$ cat src/rtl/hyperbus_cfg_boot.sv
// Boot sequencer in front of the HyperBus controller's config register port:
// after a start delay it writes a fixed table of config words, then passes the host bus through.
module hyperbus_cfg_boot #(
    parameter int unsigned NumEntries   = 4,
    parameter int unsigned RegAddrWidth = 32,
    parameter int unsigned RegDataWidth = 32,
    parameter type reg_req_t = struct packed {
        logic [RegAddrWidth-1:0]   addr;
        logic                      write;
        logic [RegDataWidth-1:0]   wdata;
        logic [RegDataWidth/8-1:0] wstrb;
        logic                      valid;
    },
    parameter type reg_rsp_t = struct packed {
        logic [RegDataWidth-1:0] rdata;
        logic                    error;
        logic                    ready;
    },
    parameter logic [NumEntries-1:0][RegAddrWidth-1:0] BootAddr = '0,
    parameter logic [NumEntries-1:0][RegDataWidth-1:0] BootData = '0,
    parameter int unsigned StartDelay = 16,
    parameter int unsigned MaxRetries = 2
) (
    input  logic                        clk_i,
    input  logic                        rst_ni,
    input  logic                        restart_i,
    input  reg_req_t                    ext_req_i,
    output reg_rsp_t                    ext_rsp_o,
    output reg_req_t                    hyper_req_o,
    input  reg_rsp_t                    hyper_rsp_i,
    output logic                        boot_done_o,
    output logic                        boot_error_o,
    output logic [$clog2(NumEntries):0] err_idx_o
);

    localparam int unsigned DlyW   = (StartDelay > 0) ? $clog2(StartDelay + 1) : 1;
    localparam int unsigned RetryW = (MaxRetries > 0) ? $clog2(MaxRetries + 1) : 1;
    localparam int unsigned IdxW   = (NumEntries > 1) ? $clog2(NumEntries) : 1;
    localparam int unsigned ErrW   = $clog2(NumEntries) + 1;

    localparam logic [DlyW-1:0]   DlyLast  = (StartDelay > 0) ? DlyW'(StartDelay - 1) : '0;
    localparam logic [RetryW-1:0] RetryMax = RetryW'(MaxRetries);
    localparam logic [IdxW-1:0]   IdxLast  = IdxW'(NumEntries - 1);

    typedef enum logic [1:0] {
        StWait,
        StWrite,
        StRetry,
        StDone
    } state_e;

    state_e            state_q, state_d;
    logic [DlyW-1:0]   dly_q, dly_d;
    logic [RetryW-1:0] retry_q, retry_d;
    logic [IdxW-1:0]   idx_q, idx_d;
    logic              err_q, err_d;
    logic [ErrW-1:0]   err_idx_q, err_idx_d;

    always_ff @(posedge clk_i or negedge rst_ni) begin
        if (!rst_ni) begin
            state_q   <= StWait;
            dly_q     <= '0;
            retry_q   <= '0;
            idx_q     <= '0;
            err_q     <= 1'b0;
            err_idx_q <= '1;
        end else begin
            state_q   <= state_d;
            dly_q     <= dly_d;
            retry_q   <= retry_d;
            idx_q     <= idx_d;
            err_q     <= err_d;
            err_idx_q <= err_idx_d;
        end
    end

    always_comb begin
        state_d     = state_q;
        dly_d       = dly_q;
        retry_d     = retry_q;
        idx_d       = idx_q;
        err_d       = err_q;
        err_idx_d   = err_idx_q;
        hyper_req_o = '0;
        ext_rsp_o   = '0;

        unique case (state_q)
            StWait: begin
                if (StartDelay == 0 || dly_q == DlyLast) begin
                    state_d = StWrite;
                end else begin
                    dly_d = dly_q + 1'b1;
                end
            end
            StWrite: begin
                hyper_req_o.valid = 1'b1;
                hyper_req_o.write = 1'b1;
                hyper_req_o.addr  = BootAddr[idx_q];
                hyper_req_o.wdata = BootData[idx_q];
                hyper_req_o.wstrb = '1;
                if (hyper_rsp_i.ready) begin
                    if (hyper_rsp_i.error && retry_q < RetryMax) begin
                        retry_d = retry_q + 1'b1;
                        state_d = StRetry;
                    end else begin
                        // An exhausted entry is recorded but the table still advances.
                        if (hyper_rsp_i.error) begin
                            err_d = 1'b1;
                            if (err_idx_q == '1) begin
                                err_idx_d = ErrW'(idx_q);
                            end
                        end
                        retry_d = '0;
                        if (idx_q == IdxLast) begin
                            state_d = StDone;
                        end else begin
                            idx_d = idx_q + 1'b1;
                        end
                    end
                end
            end
            StRetry: begin
                state_d = StWrite;
            end
            StDone: begin
                hyper_req_o = ext_req_i;
                ext_rsp_o   = hyper_rsp_i;
                // Restart is deferred while a host access is open so it is never torn.
                if (restart_i && !ext_req_i.valid) begin
                    state_d   = StWait;
                    dly_d     = '0;
                    retry_d   = '0;
                    idx_d     = '0;
                    err_d     = 1'b0;
                    err_idx_d = '1;
                end
            end
            default: begin
                state_d = StWait;
            end
        endcase
    end

    assign boot_done_o  = (state_q == StDone);
    assign boot_error_o = err_q;
    assign err_idx_o    = err_idx_q;

endmodule

$ cat config.mk
export PLATFORM = sky130hd
export DESIGN_NAME = hyperbus_cfg_boot
export DESIGN_NICKNAME = d
export VERILOG_FILES = /design/src/rtl/hyperbus_cfg_boot.sv
export SDC_FILE = /design/constraint.sdc
export NUM_CORES = 1
export LEC_CHECK = 0
export BUFFER_PORTS_ARGS = -buffer_cell sky130_fd_sc_hd__buf_2
export CORE_AREA = 2 2 85 87
export CTS_CLUSTER_DIAMETER = 50
export CTS_CLUSTER_SIZE = 25
export DETAILED_ROUTE_END_ITERATION = 16
export DIE_AREA = 0 0 87 89
export SLEW_MARGIN = 10
export SYNTH_ARGS = -nofsm -noshare
export SYNTH_HDL_FRONTEND = slang
export SYNTH_SLANG_ARGS = --single-unit
$ cat constraint.sdc
create_clock -name clk_i -period 4.5 [get_ports clk_i]
set_clock_uncertainty 0.15 [all_clocks]
set_input_delay 1.125 -clock clk_i [delete_from_list [all_inputs] [get_ports clk_i]]
set_output_delay 1.125 -clock clk_i [all_outputs]
set_load 0.005 [all_outputs]
==> summary.txt, run 1 <==
Die
  – Core box area: 6720 um2
  – DIE AREA: 7740 um2
  – Initial core utilization: 22.7%
  – Die Span X: 87 um
  – Site Rows: 30
  – Die height: 89 um
  – I/O Pins: 216

Detailed routing
  – Initial DRC count: 79
  – Residual DRC: 0
  – Final ANT Viol Nets: 0
  – DR vias/cell: 4.79
  – Total Wirelength: 7260 um
  – DR vias: 2312
  – First-pass DRT Iterations: 4
  – Post-DR wirelength/cell: 15.0 um

Setup path
  – Critical path peak fanout: 77
  – WP buf/inv: 2
  – Crit-path cells: buf_4 -> and3_1 -> buf_2
  – Critical path's top delay family: flip-flops
  – Worst path max stage delay: 0.96 ns
  – Crit path required time: 3.22 ns
  – Crit end category: primary output
  – CP arrival: 1.99 ns
  – Worst Setup Start Kind: flop
  – Slowest CP cell: dfrtp_2
  – Critical path class: flop to primary output

Clocking
  – CTS tree: built
  – Post_cts resized: 0
  – Postcts setup bufs: 0
  – Clk slew on worst S/H paths: 0.06 ns
  – CTS HTree Levels: 1
  – CTS Hold Bufs: 0
  – CTS Root Cell: clkbuf_8
  – CTS Sinks: 15
  – Num CTS Buffers: 3
  – Clk Latency, worst-skew pair: 0.24 ns
  – Clock tree buffer depth: 2

Finish
  – Commonest non-fill, non-tap cells in the layout: buf_2 (215), and3_1 (99), dfrtp_1 (10)
  – Diodes inserted: 0
  – Final cell count without fillers: 483
  – Fillers: 708
  – Finished Cell Area: 2670 um2
  – Area of the multi-input gates: 1030 um2
  – Commonest non-fill, non-tap cell in the layout: buf_2
  – Nets: 514
  – Area grow syn2layout: 74.8%
  – Register area: 382 um2
  – Fraction of layout cells with a size suffix above 1: 56.6%

Synthesis
  – Post-synthesis mux area share: 0%
  – Synth Area in Simple Gates: 52.3%
  – Sequential share of the synthesized area: 24.8%
  – Yosys Warn Count: 0
  – Seq cells post-synth: 15
  – Syn Nets: 317
  – Synth area leaders: and3_1 (41%), dfrtp_1 (20%), clkbuf_1 (5.4%), dfstp_2 (5.2%), ha_1 (2.5%)
  – Synth unique cells: 37
  – Largest family of logic cells by synthesized area: simple AND/OR/NAND/NOR gates
  – Top cell type's share of synthesized area: 40.5%
  – Top FF cell, synth: dfrtp_1
  – EDFF count, synth: 0
  – Synth Area in Compound Gates: 12.0%
  – Post-Syn Area: 1530 um2
  – Synth Area in Adders: 2.46%
  – Synth async-reset ratio: 100%
  – Synth area leader: and3_1
  – Mapped Cells: 207
  – Syn avg cell area: 7.38 um2
  – Post-Synth XOR/XNOR Area: 0.573%

STA
  – Post-route setup slack: 1.23 ns
  – Final-report max-slew violation count: 0
  – Fin Hold WS: 0.338 ns
  – RSZ-0062 raised after global routing: false
  – Final setup fails: 0
  – Slew margin rel.: 38.3%
  – Final hold violation count: 0
  – Final TNS setup: 0 ns
  – Fmax: 306 MHz
  – Final Cycle Share: 72.6%
  – Minimum clock period: 3.27 ns
  – Slew @ Worst Pin: 0.925 ns

Global route
  – All-layer global routing usage: 16.0%
  – Largest net degree at the start of global routing: 81
  – Initial antenna violation count: 2
  – First-pass GRT wire length: 9890 um
  – GR Overflow Total: 0
  – Vias in the first global route: 1912

Place
  – DP HPWL: 5800 um
  – Pre-CTS WS: 1.49 ns
  – Placed cells: 479
  – Placed cell area: 2620 um2
  – Port bufs: 215
  – Global placement routability congestion: 0.767

Power
  – Maximum vdd drop: 180 uV
  – Leakage: 0.00195 uW
  – Pwr Density: 466 nW/um2

Hold path
  – Worst hold path type: flop to flop

Run
  – Max cap viols: 0

Run status
  – Status: finished clean
==> worst reg2reg max path, cell delays in order (launching register included) <==
cell       delay, ns
dfrtp_2         0.65
buf_4           0.55
and4b_1         0.53
o2111ai_1       0.19
o311ai_0        0.14
==> where the power goes <==
group	total, uW	switching [uW]	internal [uW]
clock	108	46.4	61.1
combinational	778	392	386
sequential	360	151	208
total	1240	589	655
==> per-stage QoR <==
stage               utilization (%)  power, uW
floorplan                         -        797
global placement               39.1       1130
detailed placement             39.1       1140
CTS                            39.7       1250
global route                   39.7       1370
finish                         39.7       1240
==> final cells by class <==
cell class / count / share of cell area, %
Tap cell: 80 / 3.75
Inverter: 6 / 0.843
Clock buffer: 3 / 1.55
Multi-Input combinational cell: 161 / 38.5
Clock inverter: 1 / 0.187
Timing Repair Buffer: 217 / 40.9
Sequential cell: 15 / 14.3
==> final timing paths <==
path	to	start	slack, ns	depth (start not counted)
worst min-delay path	dly_q[4]$_DFFE_PN0P_	dly_q[4]$_DFFE_PN0P_	0.34	1
worst max register to register	idx_q[0]$_DFFE_PN0P_	state_q[1]$_DFFE_PN0P_	2.16	4
max in group asynchronous	err_idx_o[2]$_DFFE_PN1P_	rst_ni	3.26	1
worst min register to register	dly_q[4]$_DFFE_PN0P_	dly_q[4]$_DFFE_PN0P_	0.34	1
worst max-delay path	ext_rsp_o[9]	state_q[0]$_DFFE_PN0P_	1.23	3
min in group asynchronous	dly_q[4]$_DFFE_PN0P_	rst_ni	0.63	1
==> layer usage <==
| metal | track usage, % | vias up | routed length [um] |
|---|---|---|---|
| met5 | 0 | - | 29 |
| li1 | - | 1150 | - |
| met1 | 22.1 | 1043 | 3220 |
| met3 | 4.25 | 8 | 607 |
| met4 | 2.56 | 4 | 51 |
| met2 | 25.6 | 107 | 3350 |
==> cells in the mapped netlist, types with 3 or more instances <==
| cell type | count |
|---|---|
| and3_1 | 99 |
| clkbuf_1 | 22 |
| dfrtp_1 | 12 |
| nor2_1 | 8 |
| nand3_1 | 6 |
| inv_1 | 5 |
| o21a_1 | 5 |
| a21oi_1 | 4 |
| nor3_1 | 4 |
| o21ai_0 | 4 |
| buf_2 | 3 |
| dfstp_2 | 3 |
| ha_1 | 3 |
==> registers in the layout (all words and copies together), names as in the netlist <==
signal	flops
idx_q	2
dly_q	5
retry_q	2
err_idx_o	3
boot_error_o	1
state_q	2
==> logic make-up after synthesis <==
kind of cell / Yosys count
buffers and inverters: 31
adder cells (fa/ha/maj): 3
XOR/XNOR: 1
AO/OA/AOI/OAI: 26
flip-flops: 15
AND/OR/NAND/NOR: 131
Power figures use the tool's default switching activity.
==> run 2: changes to the inputs <==
ABC_AREA = 1   (was default)
CORE_AREA = 2 2 84 86   (was 2 2 85 87)
DIE_AREA = 0 0 86 88   (was 0 0 87 89)
PLACE_DENSITY = 0.66   (was default)
clock period = 3.1 ns   (was 4.5 ns; I/O delays follow)
==> run 2 against run 1 <==
Area after synthesis up 8.2%; die area is 2.3% lower; sequential power is 3% higher; global-route usage decreased by 0.13 points; combinational power is 59% higher; first-iteration DRC count is 37% lower; routed wire length decreased by 4.1%; final cell count is 27% higher; largest cell class unchanged; highest routed layer unchanged.
==> summary.txt, run 2 <==
Setup path
  – Critical path class: flop to primary output
  – Worst path max stage delay: 0.46 ns (-0.50 ns)
  – Critical path peak fanout: 52 (-32%)
  – Crit path required time: 2.17 ns (-1.05 ns)
  – Crit end category: primary output
  – Slowest CP cell: nand2_4
  – R2R depth: 7 (+3)
  – CP arrival: 1.66 ns (-0.33 ns)
  – Worst R2R End: idx_q[0]$_DFFE_PN0P_
  – RR Startpoint: state_q[1]$_DFFE_PN0P_
  – Worst Setup Start Kind: flop
  – Crit-path cells: nand2_4 -> buf_12 -> nor2_1 -> buf_2
  – R2R setup slack: 1.26 ns (-0.90 ns)

Finish
  – Reg with most FFs: dly_q
  – Fraction of layout cells with a size suffix above 1: 43.9% (-13 points)
  – Commonest non-fill, non-tap cells in the layout: buf_2 (215), inv_1 (113), nor2_1 (110)
  – Final cell count without fillers: 614 (+27%)
  – Max FFs per register: 5 (unchanged)
  – Fillers: 723 (+2.1%)
  – Commonest non-fill, non-tap cell in the layout: buf_2
  – Register area: 379 um2 (-0.66%)
  – Nets: 644 (+25%)
  – Area grow syn2layout: 72.6%
  – Area of the multi-input gates: 788 um2 (-23%)

Clocking
  – CTS tree: built
  – Num CTS Buffers: 3 (unchanged)
  – CTS Root Cell: clkbuf_8
  – CTS Sinks: 15 (unchanged)
  – Clk slew on worst S/H paths: 0.06 ns (about the same)
  – CTS HTree Levels: 1 (unchanged)
  – Postcts setup bufs: 0 (unchanged)
  – Post_cts resized: 0 (unchanged)
  – Clk Latency, worst-skew pair: 0.25 ns (about the same)
  – CTS Hold Bufs: 0 (unchanged)
  – Clock tree buffer depth: 2 (unchanged)

Synthesis
  – Sequential share of the synthesized area: 22.9% (-1.9 points)
  – Top cell type's share of synthesized area: 25.7% (-15 points)
  – Syn Nets: 433 (+37%)
  – Synth unique cells: 23 (-38%)
  – Top FF cell, synth: dfrtp_1
  – Top-count cell post-synth: inv_1
  – Synth area leaders: inv_1 (26%), nor2_1 (25%), dfrtp_1 (18%), nand2_1 (8.4%), dfstp_2 (4.8%)
  – Mapped Cells: 323 (+56%)
  – Yosys Warn Count: 0 (unchanged)
  – Post-Syn Area: 1650 um2 (+8.2%)
  – Synth top cells by count: inv_1 (113), nor2_1 (110), nand2_1 (37), dfrtp_1 (12)
  – Seq cells post-synth: 15 (unchanged)
  – Syn avg cell area: 5.12 um2 (-31%)
  – EDFF count, synth: 0 (unchanged)
  – Synth area leader: inv_1
  – Synth async-reset ratio: 100% (unchanged)

Place
  – Placed cells: 609 (+27%)
  – DP HPWL: 5940 um (+2.4%)
  – Port bufs: 215 (unchanged)
  – Global placement routability congestion: 0.935 (+22%)

STA
  – Final TNS setup: 0 ns (unchanged)
  – Slew @ Worst Pin: 0.557 ns (-0.368 ns)
  – Final-report max-slew violation count: 0 (unchanged)
  – Final Cycle Share: 83.3%
  – Minimum clock period: 2.58 ns
  – Slew margin rel.: 62.9% (+25 points)
  – Final setup fails: 0 (unchanged)
  – Final hold violation count: 0 (unchanged)
  – RSZ-0062 raised after global routing: false
  – Fmax: 387 MHz

Run status
  – Status: finished clean

Detailed routing
  – Total Wirelength: 6960 um (-4.1%)
  – Post-DR wirelength/cell: 11.3 um (-25%)
  – DR vias/cell: 3.97 (-17%)
  – Final ANT Viol Nets: 0 (unchanged)
  – DR vias: 2436 (+5.4%)
  – Residual DRC: 0 (unchanged)
  – First-pass DRT Iterations: 4 (unchanged)
  – Initial DRC count: 50 (-37%)

Power
  – Leakage: 0.00221 uW (+13%)
  – Maximum vdd drop: 281 uV (+56%)
  – Pwr Density: 619 nW/um2 (+33%)
  – Final Power: 1770 uW (+42%)

Global route
  – Initial antenna violation count: 3 (+1)
  – Vias in the first global route: 2063 (+7.9%)
  – All-layer global routing usage: 15.9% (-0.13 points)
  – Largest net degree at the start of global routing: 53 (-35%)
  – GR Overflow Total: 0 (unchanged)
  – First-pass GRT wire length: 9560 um (-3.3%)

Die
  – I/O Pins: 216 (unchanged)
  – Die height: 88 um (-1.1%)
  – Initial core utilization: 24.9% (+2.1 points)
  – DIE AREA: 7570 um2 (-2.3%)
  – Core box area: 6640 um2 (-1.1%)
  – Site Rows: 30 (unchanged)
  – Die Span X: 86 um (-1.1%)

Hold path
  – Worst hold path type: primary input to async pin

Run
  – Max cap viols: 0 (unchanged)
==> run 2: changes by cell type in the layout (fill, tap and decap cells not counted), sizes merged, moves of 3 or more <==
cell,previous run,this run
nand2,2,42
inv,5,115
nor3,4,0
o21a,5,0
nand3,6,9
o21ai,4,7
nor2,8,111
and3,99,0
==> run 2: cell type report <==
cell class	instances	area share, %
Multi-Input combinational cell	182	27.6
Tap cell	80	3.51
Inverter	115	15.2
Timing Repair Buffer	217	38.7
Antenna cell	1	0.0877
Sequential cell	15	13.3
Clock buffer	4	1.58
==> run 2: through the flow <==
step | setup WS [ns] | hold WS [ns] | cell area (um2) | util [%]
floorplan | 1.19 | 0.295 | 1650 | -
global placement | 0.836 | 0.313 | 2810 | 42.2
detailed placement | 0.790 | 0.316 | 2810 | 42.2
CTS | 0.510 | 0.285 | 2850 | 42.9
global route | 0.381 | 0.281 | 2850 | 42.9
finish | 0.516 | 0.270 | 2850 | 42.9
==> run 2: kinds of logic after synthesis <==
logic type,synth area share (%)
flops,22.9
compound gates,5.45
simple gates,40.0
fa+ha+maj,2.27
buf+inv,29.4
==> run 2: worst max-delay path: cells and delay by family (launching register included) <==
kind / cells / cell delay [ns]
DFF: 1 / 0.45
buffers and inverters: 2 / 0.42
and+or+nand+nor: 2 / 0.53
==> run 2: power breakdown <==
| part | switching, uW | total, uW | internal (uW) |
|---|---|---|---|
| Combinational | 724 | 1240 | 512 |
| Sequential | 70.0 | 369 | 299 |
| Clock | 70.7 | 162 | 91.1 |
==> run 2: worst max-delay path by stage <==
stage / from / end / cells past startpoint
5_1_grt: state_q[1]$_DFFE_PN0P_ / hyper_req_o[40] / 4
6_report: state_q[1]$_DFFE_PN0P_ / hyper_req_o[36] / 4
4_1_cts: state_q[1]$_DFFE_PN0P_ / hyper_req_o[36] / 4
3_5_place_dp: state_q[1]$_DFFE_PN0P_ / hyper_req_o[36] / 4
2_1_floorplan: state_q[1]$_DFFE_PN0P_ / hyper_req_o[20] / 4
3_3_place_gp: state_q[1]$_DFFE_PN0P_ / hyper_req_o[7] / 4
==> run 2: metal layers <==
metal / global-route usage (%) / up-vias / share of wire, %
met2: 27.1 / 133 / 47
met3: 5.00 / 8 / 12
met4: 2.60 / 4 / 0.43
met1: 20.0 / 993 / 41
met5: 0 / - / 0.33
li1: - / 1298 / -
==> run 3: changes to the inputs <==
clock period = 2.4 ns   (was 3.1 ns; I/O delays follow)
==> run 3 against run 2 <==
Sequential share of layout area fell by 0.10 points; critical path type unchanged; final cell count rose by 0.33%; count of clock-buffer cells in the layout did not move; routed wire length rose by 1.1%; final area rose by 0.79%; power rose by 31%; global-route usage rose by 1.1 points; hold slack got worse by 0.17 ns; flip-flop and latch count did not move; sequential power rose by 29%; die area did not move.
==> summary.txt, run 3 (synthesis gave the netlist of run 2 again) <==
Run status
  – Status: finished clean

Power
  – Cell Int Power: 1190 uW (+32%)
  – Leakage: 0.00222 uW (+0.46%)
  – Power share of the clock group: 9.1% (about the same)
  – Final Power: 2310 uW (+31%)
  – Switching power of the nets: 1110 uW (+29%)
  – Maximum vdd drop: 456 uV (+62%)
  – Seq pwr share: 20.7% (-0.2 points)
  – Pwr Density: 802 nW/um2 (+30%)
  – Comb power frac: 70.2% (+0.2 points)
  – Switching Share: 48.4% (-0.58 points)

Setup path
  – Critical Path Source: state_q[1]$_DFFE_PN0P_
  – R2R depth: 10 (+3)
  – Crit path required time: 1.65 ns (-0.52 ns)
  – Worst Setup Start Kind: flop
  – CP arrival: 1.43 ns (-0.23 ns)
  – Worst R2R End: dly_q[3]$_DFFE_PN0P_
  – Crit end category: primary output
  – Crit-path cells: nand2_4 -> buf_12 -> nor2_1 -> buf_2
  – Critical path class: flop to primary output
  – R2R setup slack: 0.71 ns (-0.55 ns)
  – Slowest CP cell: dfrtp_1
  – CP Capture Point: hyper_req_o[63]
  – RR Startpoint: dly_q[0]$_DFFE_PN0P_
  – Critical path peak fanout: 48 (-7.7%)
  – Worst path max stage delay: 0.44 ns (-0.02 ns)

Global route
  – First-pass GRT wire length: 10200 um (+6.9%)
  – Largest net degree at the start of global routing: 49 (-7.5%)
  – Vias in the first global route: 2197 (+6.5%)
  – Initial antenna violation count: 3 (unchanged)
  – GR Overflow Total: 0 (unchanged)
  – All-layer global routing usage: 17.0% (+1.1 points)

Clocking
  – CTS Root Cell: clkbuf_8
  – CTS tree: built
  – Clk Latency, worst-skew pair: 0.25 ns (about the same)
  – Clk slew on worst S/H paths: 0.06 ns (about the same)
  – Clock tree buffer depth: 2 (unchanged)
  – CTS HTree Levels: 1 (unchanged)
  – Post_cts resized: 0 (unchanged)
  – CTS Sinks: 15 (unchanged)
  – Postcts setup bufs: 0 (unchanged)
  – Num CTS Buffers: 3 (unchanged)
  – CTS Hold Bufs: 0 (unchanged)

Die
  – Die Span X: 86 um (unchanged)
  – Core box area: 6640 um2 (unchanged)
  – DIE AREA: 7570 um2 (unchanged)
  – Site Rows: 30 (unchanged)
  – Initial core utilization: 24.9% (unchanged)
  – I/O Pins: 216 (unchanged)
  – Die height: 88 um (unchanged)

Place
  – DP HPWL: 6070 um (+2.1%)
  – Port bufs: 215 (unchanged)
  – Global placement routability congestion: 0.947 (+1.3%)
  – Pre-CTS WS: 0.503 ns (-0.287 ns)

Finish
  – Area grow syn2layout: 74.0%
  – Reg with most FFs: dly_q
  – Fillers: 734 (+1.5%)
  – Max FFs per register: 5 (unchanged)
  – Commonest non-fill, non-tap cell in the layout: buf_2
  – Nets: 645 (+0.16%)
  – Commonest non-fill, non-tap cells in the layout: buf_2 (215), inv_1 (113), nor2_1 (110)
  – Fraction of layout cells with a size suffix above 1: 44.0% (+0.11 points)

STA
  – Final Cycle Share: 90.8%
  – Fmax: 459 MHz
  – Final TNS setup: 0 ns (unchanged)
  – Slew @ Worst Pin: 0.352 ns (-0.205 ns)
  – Fin Hold WS: 0.0987 ns (-0.172 ns)
  – Post-route setup slack: 0.221 ns (-0.295 ns)
  – Slew margin rel.: 76.5% (+14 points)
  – Final-report max-slew violation count: 0 (unchanged)
  – Minimum clock period: 2.18 ns
  – RSZ-0062 raised after global routing: false
  – Final hold violation count: 0 (unchanged)
  – Final setup fails: 0 (unchanged)

Detailed routing
  – DR vias/cell: 3.97 (about the same)
  – Residual DRC: 0 (unchanged)
  – Total Wirelength: 7040 um (+1.1%)
  – Final ANT Viol Nets: 0 (unchanged)
  – Initial DRC count: 60 (+20%)
  – DR vias: 2444 (+0.33%)
  – First-pass DRT Iterations: 4 (unchanged)
  – Post-DR wirelength/cell: 11.4 um (+0.82%)

Hold path
  – Worst hold path type: primary input to async pin

Run
  – Max cap viols: 0 (unchanged)
## run 3: changes by cell type in the layout (fill, tap and decap cells not counted), sizes merged
cell,change
diode,+1
buf,+1
## run 3: how the worst min path moves through the flow
stage          cells past startpoint                        to  slack [ns]
3_3_place_gp                       2  err_idx_o[0]$_DFFE_PN1P_        0.31
2_1_floorplan                      0  boot_error_o$_DFFE_PN0P_        0.15
5_1_grt                            1      dly_q[2]$_DFFE_PN0P_        0.12
6_report                           1    retry_q[1]$_DFFE_PN0P_         0.1
3_5_place_dp                       2  err_idx_o[2]$_DFFE_PN1P_        0.32
4_1_cts                            1    retry_q[1]$_DFFE_PN0P_        0.11
## run 3: metrics by stage
| stage | area [um2] | utilization [%] | std cells |
|---|---|---|---|
| 3_5_place_dp | 2830 | 42.5 | 610 |
| 5_1_grt | 2870 | 43.2 | 614 |
| 3_3_place_gp | 2830 | 42.5 | 610 |
| 6_report | 2880 | 43.3 | 616 |
| 2_1_floorplan | 1650 | - | 323 |
| 4_1_cts | 2870 | 43.2 | 614 |
## run 3: cell type report
cell class                      count  area (um2)  area share, %
Inverter                          115         434           15.1
Timing Repair Buffer              218        1120           39.1
Tap cell                           80         100           3.48
Clock buffer                        4        45.0           1.57
Antenna cell                        2        5.00          0.174
Sequential cell                    15         379           13.2
Multi-Input combinational cell    182         788           27.4
## run 3: routing by layer
metal | wire (um) | up-vias | track usage [%] | share of wire [%]
met5 | 13 | - | 0 | 0.18
met4 | 29 | 2 | 2.60 | 0.41
met3 | 826 | 5 | 4.81 | 12
met2 | 3420 | 123 | 30.4 | 49
met1 | 2750 | 1012 | 20.7 | 39
li1 | - | 1302 | - | -
## run 3: power groups by stage
stage / logic (uW) / registers [uW] / clock network (uW)
finish: 1620 / 477 / 210
global route: 1850 / 499 / 231
CTS: 1640 / 478 / 217
detailed placement: 1630 / 483 / 0
global placement: 1600 / 479 / 0
floorplan: 915 / 467 / 0
## run 3: worst max-delay path: cells and delay by family, from the launching register on
kind                   cells  cell delay [ns]
buffers and inverters      2             0.38
flip-flops                 1             0.44
AND/OR/NAND/NOR            2             0.34
